### config.mk
export PLATFORM = sky130hd
export DESIGN_NAME = dff4_skid_reg
export DESIGN_NICKNAME = d
export VERILOG_FILES = /design/src/rtl/dff4_skid_reg.sv
export SDC_FILE = /design/constraint.sdc
export NUM_CORES = 1
export LEC_CHECK = 0
export CORE_MARGIN = 3
export CORE_UTILIZATION = 25
export CTS_BUF_LIST = sky130_fd_sc_hd__clkbuf_8
export DETAILED_ROUTE_END_ITERATION = 8
export MAX_ROUTING_LAYER = met4
export PLACE_DENSITY = 0.44
export REMOVE_ABC_BUFFERS = 1
export SYNTH_ARGS = -nofsm -noshare
export SYNTH_HDL_FRONTEND = slang
export SYNTH_SLANG_ARGS = --single-unit
export TNS_END_PERCENT = 10
### constraint.sdc
create_clock -name clk -period 2 [get_ports clk]
set_input_delay 0.4 -clock clk [delete_from_list [all_inputs] [get_ports clk]]
set_output_delay 0.4 -clock clk [all_outputs]
set_load 0.05 [all_outputs]
### src/rtl/dff4_skid_reg.sv
// dff4_skid_reg: registered WIDTH-bit pipeline stage with valid/ready on both
// sides. A main register feeds the consumer. A skid register catches the one
// word that can arrive in the cycle where the consumer stalls. Because of this,
// in_ready is decoded purely from registered state, with no path from out_ready.
module dff4_skid_reg #(
    parameter int WIDTH = 4
) (
    input  logic             clk,
    input  logic             clr,
    input  logic             flush,
    input  logic             in_valid,
    output logic             in_ready,
    input  logic [WIDTH-1:0] in_data,
    output logic             out_valid,
    input  logic             out_ready,
    output logic [WIDTH-1:0] out_data,
    output logic [1:0]       count
);

    // Occupancy state: EMPTY (no data), ONE (main full), TWO (main + skid full).
    typedef enum logic [1:0] {
        EMPTY = 2'd0,
        ONE   = 2'd1,
        TWO   = 2'd2
    } state_t;

    state_t           state_reg;
    logic [WIDTH-1:0] main_reg;
    logic [WIDTH-1:0] skid_reg;
    logic [1:0]       count_reg;
    logic             in_ready_reg;
    logic             out_valid_reg;

    logic in_fire;
    logic out_fire;

    // Handshakes use only registered flags, so neither side sees a combinational path.
    assign in_fire  = in_valid & in_ready_reg;
    assign out_fire = out_valid_reg & out_ready;

    // Occupancy FSM; data registers and decoded outputs all update together.
    always_ff @(posedge clk) begin
        if (clr || flush) begin
            // A flush looks like a reset to the datapath.
            // Any word consumed in the same cycle is simply gone.
            state_reg     <= EMPTY;
            main_reg      <= '0;
            skid_reg      <= '0;
            count_reg     <= 2'd0;
            in_ready_reg  <= 1'b1;
            out_valid_reg <= 1'b0;
        end else begin
            unique case (state_reg)
                EMPTY: begin
                    if (in_fire) begin
                        state_reg     <= ONE;
                        main_reg      <= in_data;
                        count_reg     <= 2'd1;
                        in_ready_reg  <= 1'b1;
                        out_valid_reg <= 1'b1;
                    end
                end
                ONE: begin
                    if (in_fire && !out_fire) begin
                        // Consumer stalled: park the new word in the skid register.
                        state_reg     <= TWO;
                        skid_reg      <= in_data;
                        count_reg     <= 2'd2;
                        in_ready_reg  <= 1'b0;
                        out_valid_reg <= 1'b1;
                    end else if (!in_fire && out_fire) begin
                        state_reg     <= EMPTY;
                        count_reg     <= 2'd0;
                        in_ready_reg  <= 1'b1;
                        out_valid_reg <= 1'b0;
                    end else if (in_fire && out_fire) begin
                        // The old word leaves and the new word arrives on the same edge, with no bubble.
                        main_reg      <= in_data;
                    end
                end
                TWO: begin
                    // in_ready is low here, so only the consumer side can move.
                    if (out_fire) begin
                        state_reg     <= ONE;
                        main_reg      <= skid_reg;
                        count_reg     <= 2'd1;
                        in_ready_reg  <= 1'b1;
                        out_valid_reg <= 1'b1;
                    end
                end
                default: begin
                    state_reg     <= EMPTY;
                    count_reg     <= 2'd0;
                    in_ready_reg  <= 1'b1;
                    out_valid_reg <= 1'b0;
                end
            endcase
        end
    end

    assign in_ready  = in_ready_reg;
    assign out_valid = out_valid_reg;
    assign out_data  = main_reg;
    assign count     = count_reg;

endmodule

== Word level (Yosys, flattened, before mapping) ==
Index checks and enable logic that the tools add are counted.

* Eq/ne operators: 8
* Multiplexer cells: 19
* Bitwise logic cells: 2
* Reduce and logical (&&, ||, !) cells: 11

{| class="wikitable"
|+ Operator list
! kind !! count
|-
| $mux 4 || 5
|-
| $pmux 4 s3 || 1
|-
| $ne 2x2->1 const B || 5
|-
| $mux 2 || 4
|-
| $mux 1 || 6
|-
| $pmux 1 s3 || 2
|-
| $pmux 2 s3 || 1
|-
| $reduce_and 6->1 || 1
|-
| $logic_and 1x1->1 || 3
|-
| $ne 3x3->1 const B || 1
|-
| $reduce_and 3->1 || 1
|-
| $reduce_bool 3->1 || 1
|-
| $and 1x1->1 || 2
|-
| $eq 2x1->1 const B || 1
|-
| $eq 2x2->1 const B || 1
|-
| $logic_not 1->1 || 2
|-
| $logic_not 2->1 || 1
|-
| $reduce_and 2->1 || 1
|-
| $logic_or 1x1->1 || 1
|}

* Register bits after elaboration: 12
* Bits of input ports: 9
* Output and inout bits: 8
* Word-level logic and storage cells: 45

== Depth between registers and ports, before layout ==
Gate-level depths: netlist of run 1.

* Word-level depth: 6
* Depth in mapped cells: 8
* Mapped depth without buffers: 7

== Worst setup path after synthesis of run 1 ==
No wires, ideal clock.

* Path kind: register to register
* From: reg in_ready_reg, in the netlist in_ready
* To: reg main_reg[0], in the netlist out_data[0]
* Setup time: 0.132 ns
* Data arrival time: 1.746 ns
* Required time: 1.868 ns
* Path slack: 0.122 ns
* Stages on the path, launching flop included: 9
* Buffers on the path: 1
* Clock period less this slack: 1.878 ns
* Cell sequence: dfxtp_1 -> nand2_1 -> inv_1 -> ha_1 -> clkbuf_1 -> nor2_1 -> and3_4 -> nor3_1 -> nor3_2

* Word-level cells in the longest chain between the ends: 5
* Elaborated cells on any way between the ends: 10
* Those cells by class: eq/ne: 4; bitwise: 1; reduce/logical: 5

{| class="wikitable"
|+ Ends and longest elaborated chain
! what !! line !! text
|-
| from (decl) || 31 || <nowiki>logic in_ready_reg;</nowiki>
|-
| from (signal assigned) || 50 || <nowiki>in_ready_reg <= 1'b1;</nowiki>
|-
| from (signal assigned) || 59 || <nowiki>in_ready_reg <= 1'b1;</nowiki>
|-
| from (signal assigned) || 69 || <nowiki>in_ready_reg <= 1'b0;</nowiki>
|-
| $and 1x1->1 * || 38 || <nowiki>assign in_fire = in_valid & in_ready_reg;</nowiki>
|-
| $logic_not 1->1 || 71 || <nowiki>end else if (!in_fire && out_fire) begin</nowiki>
|-
| $logic_and 1x1->1 || 71 ||
|-
| $ne 2x2->1 (no line) || n/a ||
|-
| $reduce_and 6->1 (no line) * || n/a ||
|-
| to (signal assigned) || 57 || <nowiki>main_reg <= in_data;</nowiki>
|-
| to (signal assigned) || 78 || <nowiki>main_reg <= in_data;</nowiki>
|-
| to (signal assigned) || 85 || <nowiki>main_reg <= skid_reg;</nowiki>
|-
| to (decl) || 28 || <nowiki>logic [WIDTH-1:0] main_reg;</nowiki>
|}

Every way passes the cells marked *; elsewhere a longest branch is shown, timed or not.
A chain may end at the register's enable or synchronous reset.

== Worst setup path in the final report of run 1 ==
* From: reg in_ready_reg, in the netlist in_ready
* To: out in_ready

{| class="wikitable"
|+ RTL lines
! what !! line !! text
|-
| to (decl) || 12 || <nowiki>output logic in_ready,</nowiki>
|}

No word-level cell between the ends.

==> out/qor.csv, run 1 <==
stage,metric,value,unit
layout,layout cell share with drive strength beyond 1,23.4,%
yosys,"Cell Area, Synth",654,um^2
pwr,Pleak,0.358,nW
clocking,CTS tree,yes,
yosys,post-synthesis sequential area ratio,36.7,%
worst_setup_path,R2R Setup Slk,0.55,ns
worst_setup_path,"slowest stage delay, CP",0.83,ns
yosys,Synth Area in Compound Gates,19.5,%
clocking,clock-pin transition on the worst setup and hold timing paths,0.06,ns
floorplan,starting density of the core,28.0,%
outcome,run status,completed,
detailed_routing,Pre-antenna DRT Iters,4,
worst_setup_path,WP data arrival,1.44,ns
sta,total negative slack,0,ns
clocking,PostCTS Resize Cnt,0,
yosys,share of Yosys cell area claimed by the top area cell type,36.7,%
flow_run,Max Cap Viol,0,
yosys,xor/xnor share of the synthesized area,0,%
sta,period utilisation layout,92.1,%
sta,Relative slew margins,66.0,%
pwr,Power Density,705,nW/um^2
yosys,"area leader, netlist",dfxtp_1,
detailed_routing,DR vias/cell,4.83,
sta,Final Slew Violations,0,
worst_setup_path,WS Path Type,reg2out,
worst_setup_path,CP endpoint kind,output port,
global_route,number of antenna violations at the first check in global routing,0,
worst_setup_path,worst path bufs/invs,1,
layout,# diodes,0,
placement,Final HPWL DP,1200,um
detailed_routing,Starting DRT DRC Count,7,
sta,"Hold Violations, Final",0,
layout,Layout Cells excl Fill,122,
worst_setup_path,"Largest delay share family, worst path",buffers and inverters,
layout,final net count,107,
global_route,GRT Resource Usage Total,10.5,%
worst_setup_path,CP Launch Type,flip-flop,
sta,Fmax,543,MHz
sta,Fin Clk Skew,0.00521,ns
placement,Port Buffers,16,
yosys,simple-gate share of the synthesized area,27.7,%
clocking,setup bufs post-CTS,0,
detailed_routing,wire per inst,12.5,um
clocking,clock sinks,12,
floorplan,row count,17,
sta,Worst-Margin Slew,0.508,ns
layout,"commonest cells after routing, fill and taps aside","clkdlybuf4s50_1, dfxtp_1, a21oi_1",
placement,GPL Wtd Cong,0.705,
placement,placed insts,118,
hold_path,Hold Path Class,reg2reg,
global_route,number of global-route vias before repair,568,
detailed_routing,via count,589,
yosys,post-synthesis cell count,74,
worst_setup_path,slowest CP cell,clkdlybuf4s50_1,
floorplan,Placeable Area,2340,um^2
clocking,H-tree depth,1,
clocking,Max Root-Sink Buffers,2,
sta,RSZ-0062 raised after global routing,false,
layout,Synth-to-Final Area Change,38.2,%
yosys,syn_area_per_cell,8.84,um^2
global_route,first-pass GRT wire length,2560,um
yosys,multiplexer share of the synthesized area,6.88,%
global_route,largest net degree at the start of global routing,10,
pwr,overall power,0.637,mW
layout,fill cell count,248,
floorplan,width of the die,57.2,um
yosys,Synth Register Bits,12,
clocking,total CTS buffers,3,
sta,minimum clock period,1.84,ns
worst_setup_path,Crit Path Max Fanout,4,
floorplan,area of the die,3270,um^2
yosys,post-synthesis cell type count,28,
worst_setup_path,CP Data Required Time,1.60,ns
global_route,grt total ovfl,0,
clocking,hold_buf cts,0,
sta,# setup viols final,0,
detailed_routing,# DRC,0,
yosys,Synth warnings,0,
layout,"commonest non-fill, non-tap cell in the layout",clkdlybuf4s50_1,
worst_setup_path,crit-path cells,clkdlybuf4s50_1,
clocking,latest clock arrival within the worst-skew pair,0.24,ns
yosys,main combinational cell family by area after synthesis,simple AND/OR/NAND/NOR gates,
detailed_routing,final WL,1530,um
yosys,largest cells by area after synthesis,"dfxtp_1, a21oi_1, mux2_2",
detailed_routing,Post-DRT Antenna Nets,0,
floorplan,IO Pins,17,
yosys,Post-Synth Adder-Cell Area,5.74,%
clocking,Clock Root Buffer,clkbuf_8,
floorplan,Die H,57.2,um
pwr,Max IR drop VDD,0.606,mV
## stage by stage
stage | cell area [um^2] | util [%] | hold WS (ns) | setup slack [ns]
2_1_floorplan | 639 | - | 0.434 | 0.232
3_3_place_gp | 850 | 36.3 | 0.442 | 0.0786
3_5_place_dp | 850 | 36.3 | 0.446 | 0.0759
4_1_cts | 905 | 38.7 | 0.455 | 0.146
5_1_grt | 905 | 38.7 | 0.478 | 0.122
6_report | 905 | 38.7 | 0.454 | 0.158
## layout make-up
| cell class | instances | area (um^2) | area share, % |
|---|---|---|---|
| sequential | 12 | 240 | 26.6 |
| tap | 28 | 35.0 | 3.87 |
| inverter | 2 | 7.51 | 0.830 |
| multi-input combinational | 57 | 392 | 43.3 |
| clock buffer | 4 | 55.1 | 6.09 |
| timing repair buffer | 19 | 175 | 19.4 |
## path summary, 6_finish.rpt
kind               start           to  depth (start not counted)
max             in_ready     in_ready                          1
min          skid_reg[2]  skid_reg[2]                          2
max reg2reg     count[0]  out_data[0]                          4
min reg2reg  skid_reg[2]  skid_reg[2]                          2
## layer usage
layer,GRT usage (%),part of all wire (%),up-vias
met5,-,0,-
met4,1.99,0.46,0
met3,4.98,5.8,2
met2,15.7,47,15
met1,13.1,47,270
li1,-,-,302
## cell usage after synthesis
cell	n
dfxtp_1	12
a21oi_1	10
nand2_1	7
nand3_1	5
nor3_1	5
mux2_2	4
nor3_2	4
ha_1	3
nor2_1	3
inv_1	2
nand2b_1	2
a211oi_1	1
a21boi_4	1
and2_1	1
and3_4	1
buf_1	1
buf_4	1
clkbuf_1	1
nor2b_1	1
o211a_1	1
o211ai_1	1
o21a_1	1
o21ai_0	1
o21ai_1	1
o21ba_1	1
o22ai_1	1
or2_2	1
or3_4	1
## cells by family after synthesis
| logic type | Yosys count |
|---|---|
| buf+inv | 5 |
| simple gates | 31 |
| mux | 4 |
| fa+ha+maj | 3 |
| compound gates | 19 |
| flops | 12 |
## power breakdown
group	internal (mW)	leakage [nW]	switching [mW]
Combinational	0.0520	0.231	0.0665
Clock	0.174	0.0288	0.0911
Sequential	0.247	0.0976	0.00705
Total	0.473	0.358	0.165
(Power assumes the default switching activity.)
==> run 2: changes to the inputs <==
Settings changed: CORE_MARGIN 3 to 5, SETUP_SLACK_MARGIN set to 0.15.
==> run 2 against run 1 <==
Compared with the run above: combinational power barely moved; highest routed layer is now met3; via count is 1.2% higher; critical endpoint is now out_data[1]; global-route usage fell by 0.97 points; die area increased by 14%; non-clock buffer count is 1 higher; core utilization fell by 2.0 points; power grew 0.61%; fmax is 4.1% higher; critical path depth is the same; worst hold slack worse by 0.00059 ns; clock power is essentially flat; clock skew is 0.0043 ns lower.
==> out/qor.csv, run 2 (synthesized netlist as in run 1, its figures left out) <==
stage,metric,value,unit,change
global_route,number of global-route vias before repair,568,,unchanged
detailed_routing,wire per inst,11.9,um,-5.0%
worst_setup_path,Register-to-Register Path Depth,4,,unchanged
clocking,clock sinks,12,,unchanged
placement,Final HPWL DP,1190,um,-1.2%
global_route,GRT Resource Usage Total,9.58,%,-0.97 points
placement,placed insts,121,,+2.5%
pwr,Pleak,0.362,nW,+1.2%
clocking,H-tree depth,1,,unchanged
worst_setup_path,r2r endpoint,in_ready,,
layout,post-route cell area,917,um^2,+1.4%
clocking,Clock Root Buffer,clkbuf_8,,
worst_setup_path,crit-path cells,clkdlybuf4s50_1,,
outcome,run status,completed,,
hold_path,Hold Path Class,reg2reg,,
placement,pre-CTS WS,0.0500,ns,-0.0259 ns
worst_setup_path,WS Path Type,reg2out,,
worst_setup_path,"slowest stage delay, CP",0.80,ns,-0.03 ns
floorplan,Placeable Area,2500,um^2,+6.8%
detailed_routing,via count,596,,+1.2%
worst_setup_path,CP Launch Point,out_data[1],,
floorplan,area of the die,3740,um^2,+14%
sta,"Worst Setup Slack, final",0.230,ns,+0.0719 ns
sta,total negative slack,0,ns,unchanged
global_route,number of antenna violations at the first check in global routing,0,,unchanged
sta,"Hold Violations, Final",0,,unchanged
clocking,CTS tree,yes,,
worst_setup_path,CP Data Required Time,1.60,ns,about the same
sta,minimum clock period,1.77,ns,-0.0719 ns
sta,Final Slew Violations,0,,unchanged
detailed_routing,# DRC,0,,unchanged
detailed_routing,Pre-antenna DRT Iters,4,,unchanged
clocking,hold_buf cts,0,,unchanged
detailed_routing,Starting DRT DRC Count,19,,+12
worst_setup_path,critical path capture point,out_data[1],,
detailed_routing,Post-DRT Antenna Nets,0,,unchanged
worst_setup_path,WP data arrival,1.37,ns,-0.07 ns
placement,Area after DPL,860,um^2,+1.2%
placement,Port Buffers,16,,unchanged
worst_setup_path,Crit path depth,1,,unchanged
clocking,Max Root-Sink Buffers,2,,unchanged
worst_setup_path,"Largest delay share family, worst path",buffers and inverters,,
detailed_routing,DR vias/cell,4.77,,-1.2%
global_route,first-pass GRT wire length,2500,um,-2.1%
floorplan,row count,18,,+1
sta,# setup viols final,0,,unchanged
sta,Fin Clk Skew,0.000886,ns,-0.00432 ns
worst_setup_path,worst path bufs/invs,1,,unchanged
worst_setup_path,CP Launch Type,flip-flop,,
floorplan,IO Pins,17,,unchanged
clocking,total CTS buffers,3,,unchanged
pwr,Max IR drop VDD,0.293,mV,-52%
sta,hold slack,0.453,ns,-0.000591 ns
flow_run,Max Cap Viol,0,,unchanged
global_route,largest net degree at the start of global routing,10,,unchanged
floorplan,width of the die,61.2,um,+7.0%
layout,final net count,108,,+0.93%
sta,Relative slew margins,66.6,%,+0.56 points
layout,Synth-to-Final Area Change,40.2,%,
layout,"commonest cells after routing, fill and taps aside","dfxtp_1, clkdlybuf4s50_1, a21oi_1",,
worst_setup_path,worst r2r src,count[0],,
pwr,Power Density,699,nW/um^2,-0.76%
sta,RSZ-0062 raised after global routing,false,,
worst_setup_path,slowest CP cell,clkdlybuf4s50_1,,
sta,period utilisation layout,88.5,%,-3.6 points
worst_setup_path,CP endpoint kind,output port,,
layout,Layout Cells excl Fill,125,,+2.5%
clocking,clock-pin transition on the worst setup and hold timing paths,0.05,ns,about the same
layout,# diodes,0,,unchanged
floorplan,starting density of the core,26.2,%,-1.8 points
sta,Fmax,565,MHz,+4.1%
placement,GPL Wtd Cong,0.706,,+0.14%
detailed_routing,final WL,1490,um,-2.7%
layout,layout cell share with drive strength beyond 1,24.2,%,+0.81 points
worst_setup_path,R2R Setup Slk,0.55,ns,about the same
sta,Worst-Margin Slew,0.501,ns,-0.00756 ns
floorplan,Die H,61.2,um,+7.0%
worst_setup_path,Crit Path Max Fanout,2,,-2
clocking,latest clock arrival within the worst-skew pair,0.24,ns,about the same
global_route,grt total ovfl,0,,unchanged
clocking,setup bufs post-CTS,0,,unchanged
clocking,PostCTS Resize Cnt,0,,unchanged
layout,fill cell count,262,,+5.6%
run 2: changes by cell type in the layout (fill, tap and decap cells not counted), sizes merged:
cell and change:
clkdlybuf4s50 -1, dlymetal6s2s +1, buf +1
run 2: layer usage:
metal | share of wire, % | up-vias | GRT usage [%]
li1 | - | 306 | -
met1 | 49 | 280 | 12.6
met2 | 47 | 10 | 13.4
met3 | 4.6 | 0 | 2.52
met4 | 0 | 0 | 4.64
met5 | 0 | - | -
run 2: how the worst min path moves through the flow:
stage | slack, ns | from | endpoint | cells after the start
detailed placement | 0.45 | skid_reg[3] | skid_reg[3] | 2
global route | 0.48 | skid_reg[1] | skid_reg[1] | 2
floorplan | 0.43 | skid_reg[0] | skid_reg[0] | 2
finish | 0.45 | skid_reg[1] | skid_reg[1] | 2
CTS | 0.46 | skid_reg[3] | skid_reg[3] | 2
global placement | 0.44 | skid_reg[2] | skid_reg[2] | 2
run 2: stage by stage:
stage / total power, mW / util (%)
after CTS: 0.655 / 36.6
final: 0.641 / 36.7
after floorplan: 0.331 / -
after global placement: 0.381 / 34.4
after global routing: 0.674 / 36.7
after detailed placement: 0.380 / 34.4
run 2: power by group:
group	switching, mW	internal (mW)
clock	0.0934	0.174
sequential	0.00665	0.247
combinational	0.0668	0.0537
run 2: final cells by class:
class                      instances  area, um^2  area share [%]
timing repair buffer              20         185            20.2
multi-input combinational         57         392            42.7
tap                               30        37.5            4.09
inverter                           2        7.51           0.819
clock buffer                       4        55.1            6.00
sequential                        12         240            26.2
run 2: worst register-to-register path, stage by stage (launching register included):
cell	delay, ns
dfxtp_1	0.45
nor2b_1	0.37
nand2_1	0.24
o21ai_1	0.17
o211ai_1	0.10
==> run 3: changes to the inputs <==
Clock period 2 ns to 1.94 ns, I/O delays scaled along.
==> run 3 against run 2 <==
Compared with the run above: clock power is 2% higher; combinational power is 8% higher; via count is 0.17% lower; sequential share of layout area is 0.76 points lower; worst hold slack better by 0.00050 ns; core utilization is 1.1 points higher; clock skew is 0.0012 ns higher; worst setup slack worse by 0.076 ns; sequential cell count stayed put; design area is 3.0% higher; first-iteration DRC count is 68% lower; register-to-register slack worse by 0.08 ns; critical endpoint is now out_data[3]; highest routed layer unchanged.
==> out/qor.csv, run 3 (synthesized netlist as in run 1, its figures left out) <==
stage,metric,value,unit,change
outcome,run status,completed,,
sta,# setup viols final,0,,unchanged
global_route,grt total ovfl,0,,unchanged
floorplan,starting density of the core,26.2,%,unchanged
global_route,number of antenna violations at the first check in global routing,0,,unchanged
clocking,H-tree depth,1,,unchanged
worst_setup_path,"slowest stage delay, CP",0.81,ns,about the same
flow_run,Max Cap Viol,0,,unchanged
detailed_routing,DR WL met2,676,um,-2.5%
floorplan,Placeable Area,2500,um^2,unchanged
placement,Final HPWL DP,1190,um,+0.31%
hold_path,Hold Crit Start,skid_reg[3],,
worst_setup_path,slowest CP cell,clkdlybuf4s50_1,,
clocking,latest clock arrival within the worst-skew pair,0.24,ns,about the same
detailed_routing,Post-DRT Antenna Nets,0,,unchanged
pwr,Pleak,0.368,nW,+1.7%
detailed_routing,# DRC,0,,unchanged
clocking,Clock Root Buffer,clkbuf_8,,
worst_setup_path,WP data arrival,1.40,ns,+0.03 ns
hold_path,Hold Path Class,reg2reg,,
layout,"commonest cells after routing, fill and taps aside","dfxtp_1, clkdlybuf4s50_1",,
sta,Fmax,560,MHz,
clocking,setup bufs post-CTS,0,,unchanged
worst_setup_path,WS Path Type,reg2out,,
floorplan,width of the die,61.2,um,unchanged
global_route,first-pass GRT wire length,2550,um,+2.0%
pwr,Power Internal,0.492,mW,+3.6%
layout,layout cell share with drive strength beyond 1,31.6,%,+7.4 points
clocking,total CTS buffers,3,,unchanged
floorplan,row count,18,,unchanged
worst_setup_path,crit-path cells,clkdlybuf4s50_1,,
global_route,GRT Resource Usage Total,9.45,%,-0.13 points
detailed_routing,Starting DRT DRC Count,6,,-13
pwr,Power Density,704,nW/um^2,+0.66%
clocking,CTS tree,yes,,
worst_setup_path,worst r2r src,count[0],,
layout,# diodes,0,,unchanged
sta,Relative slew margins,59.0,%,-7.6 points
worst_setup_path,CP endpoint kind,output port,,
sta,Worst-Margin Slew,0.610,ns,+0.110 ns
worst_setup_path,"Largest delay share family, worst path",buffers and inverters,,
detailed_routing,via count,595,,-0.17%
sta,minimum clock period,1.79,ns,
sta,"Worst Setup Slack, final",0.154,ns,-0.0757 ns
pwr,clock network fraction of design power,41.0,%,-0.7 points
clocking,clock sinks,12,,unchanged
pwr,Sw Ratio,26.1,%,+0.043 points
sta,period utilisation layout,92.1,%,
sta,"Hold Violations, Final",0,,unchanged
clocking,clock-pin transition on the worst setup and hold timing paths,0.05,ns,about the same
global_route,number of global-route vias before repair,575,,+1.2%
worst_setup_path,CP Launch Point,out_data[3],,
layout,fill cell count,267,,+1.9%
worst_setup_path,Crit Path Max Fanout,2,,unchanged
detailed_routing,final WL,1510,um,+1.5%
floorplan,Die H,61.2,um,unchanged
detailed_routing,wire per inst,12.1,um,+1.5%
floorplan,area of the die,3740,um^2,unchanged
sta,Final Slew Violations,0,,unchanged
placement,pre-CTS WS,-0.0104,ns,-0.0604 ns
worst_setup_path,CP Launch Type,flip-flop,,
pwr,switching power,0.173,mW,+3.9%
floorplan,IO Pins,17,,unchanged
global_route,largest net degree at the start of global routing,10,,unchanged
layout,Synth-to-Final Area Change,44.4,%,
placement,GPL Wtd Cong,0.709,,+0.44%
placement,Port Buffers,16,,unchanged
pwr,Seq pwr share,39.4,%,about the same
layout,final net count,108,,unchanged
detailed_routing,Max Used Layer,met3,,
detailed_routing,DR vias/cell,4.76,,-0.17%
detailed_routing,WL met1,745,um,+2.9%
worst_setup_path,worst path bufs/invs,1,,unchanged
detailed_routing,Pre-antenna DRT Iters,2,,-2
detailed_routing,met3 WL,87,um,+26%
clocking,Max Root-Sink Buffers,2,,unchanged
sta,Fin Clk Skew,0.00209,ns,+0.00120 ns
sta,hold slack,0.454,ns,+0.000503 ns
worst_setup_path,CP Data Required Time,1.55,ns,-0.05 ns
sta,RSZ-0062 raised after global routing,true,,
pwr,Combinational Power Share,19.5,%,+0.7 points
pwr,overall power,0.665,mW,+3.7%
pwr,Max IR drop VDD,0.372,mV,+27%
==> run 3: changes by cell type in the layout (fill, tap and decap cells not counted), sizes merged <==
cell          change
dlymetal6s2s      -1
dlygate4sd2       +1
==> run 3: worst reg2reg max path, delay by kind of cell, from the launching register on <==
family / cells / cell delay, ns
AND/OR/NAND/NOR: 2 / 0.61
flip-flops: 1 / 0.47
AO/OA/AOI/OAI: 2 / 0.27
==> run 3: power groups by stage <==
| stage | Clock (mW) | Combinational, mW | Sequential, mW |
|---|---|---|---|
| detailed placement | 0 | 0.125 | 0.267 |
| global route | 0.293 | 0.141 | 0.263 |
| finish | 0.273 | 0.130 | 0.262 |
| global placement | 0 | 0.126 | 0.267 |
| CTS | 0.284 | 0.126 | 0.262 |
| floorplan | 0 | 0.0520 | 0.289 |
==> run 3: metal layers <==
| layer | global-route usage, % | vias up |
|---|---|---|
| met4 | 0.929 | 0 |
| met5 | - | - |
| met3 | 3.77 | 0 |
| met1 | 12.8 | 275 |
| li1 | - | 307 |
| met2 | 13.7 | 13 |
==> run 3: through the flow <==
step / cell area [um^2] / utilization, % / TNS, ns / cells
floorplan: 639 / - / 0 / 71
global placement: 860 / 34.4 / 0 / 121
detailed placement: 860 / 34.4 / -0.0166 / 121
CTS: 913 / 36.5 / 0 / 125
global route: 945 / 37.8 / 0 / 125
finish: 945 / 37.8 / 0 / 125
==> run 3: layout make-up <==
cell class | instances | area, um^2 | share of cell area, %
clock buffer | 4 | 55.1 | 5.83
sequential | 12 | 240 | 25.4
multi-input combinational | 57 | 423 | 44.8
timing repair buffer | 20 | 181 | 19.2
tap | 30 | 37.5 | 3.97
inverter | 2 | 7.51 | 0.795
==> run 3: what timing repair did <==
item	CTS	global route
endpoints found under the setup margin	1	5
cloned	0	0
hold buffers	0	0
gates resized for setup	1	7
hold endpoints to repair	0	0
==> run 3: worst paths after layout <==
kind / end / slack [ns] / cells after the start
max: out_data[3] / 0.15 / 1
min reg2reg: skid_reg[3] / 0.45 / 2
min: skid_reg[3] / 0.45 / 2
max reg2reg: in_ready / 0.47 / 4
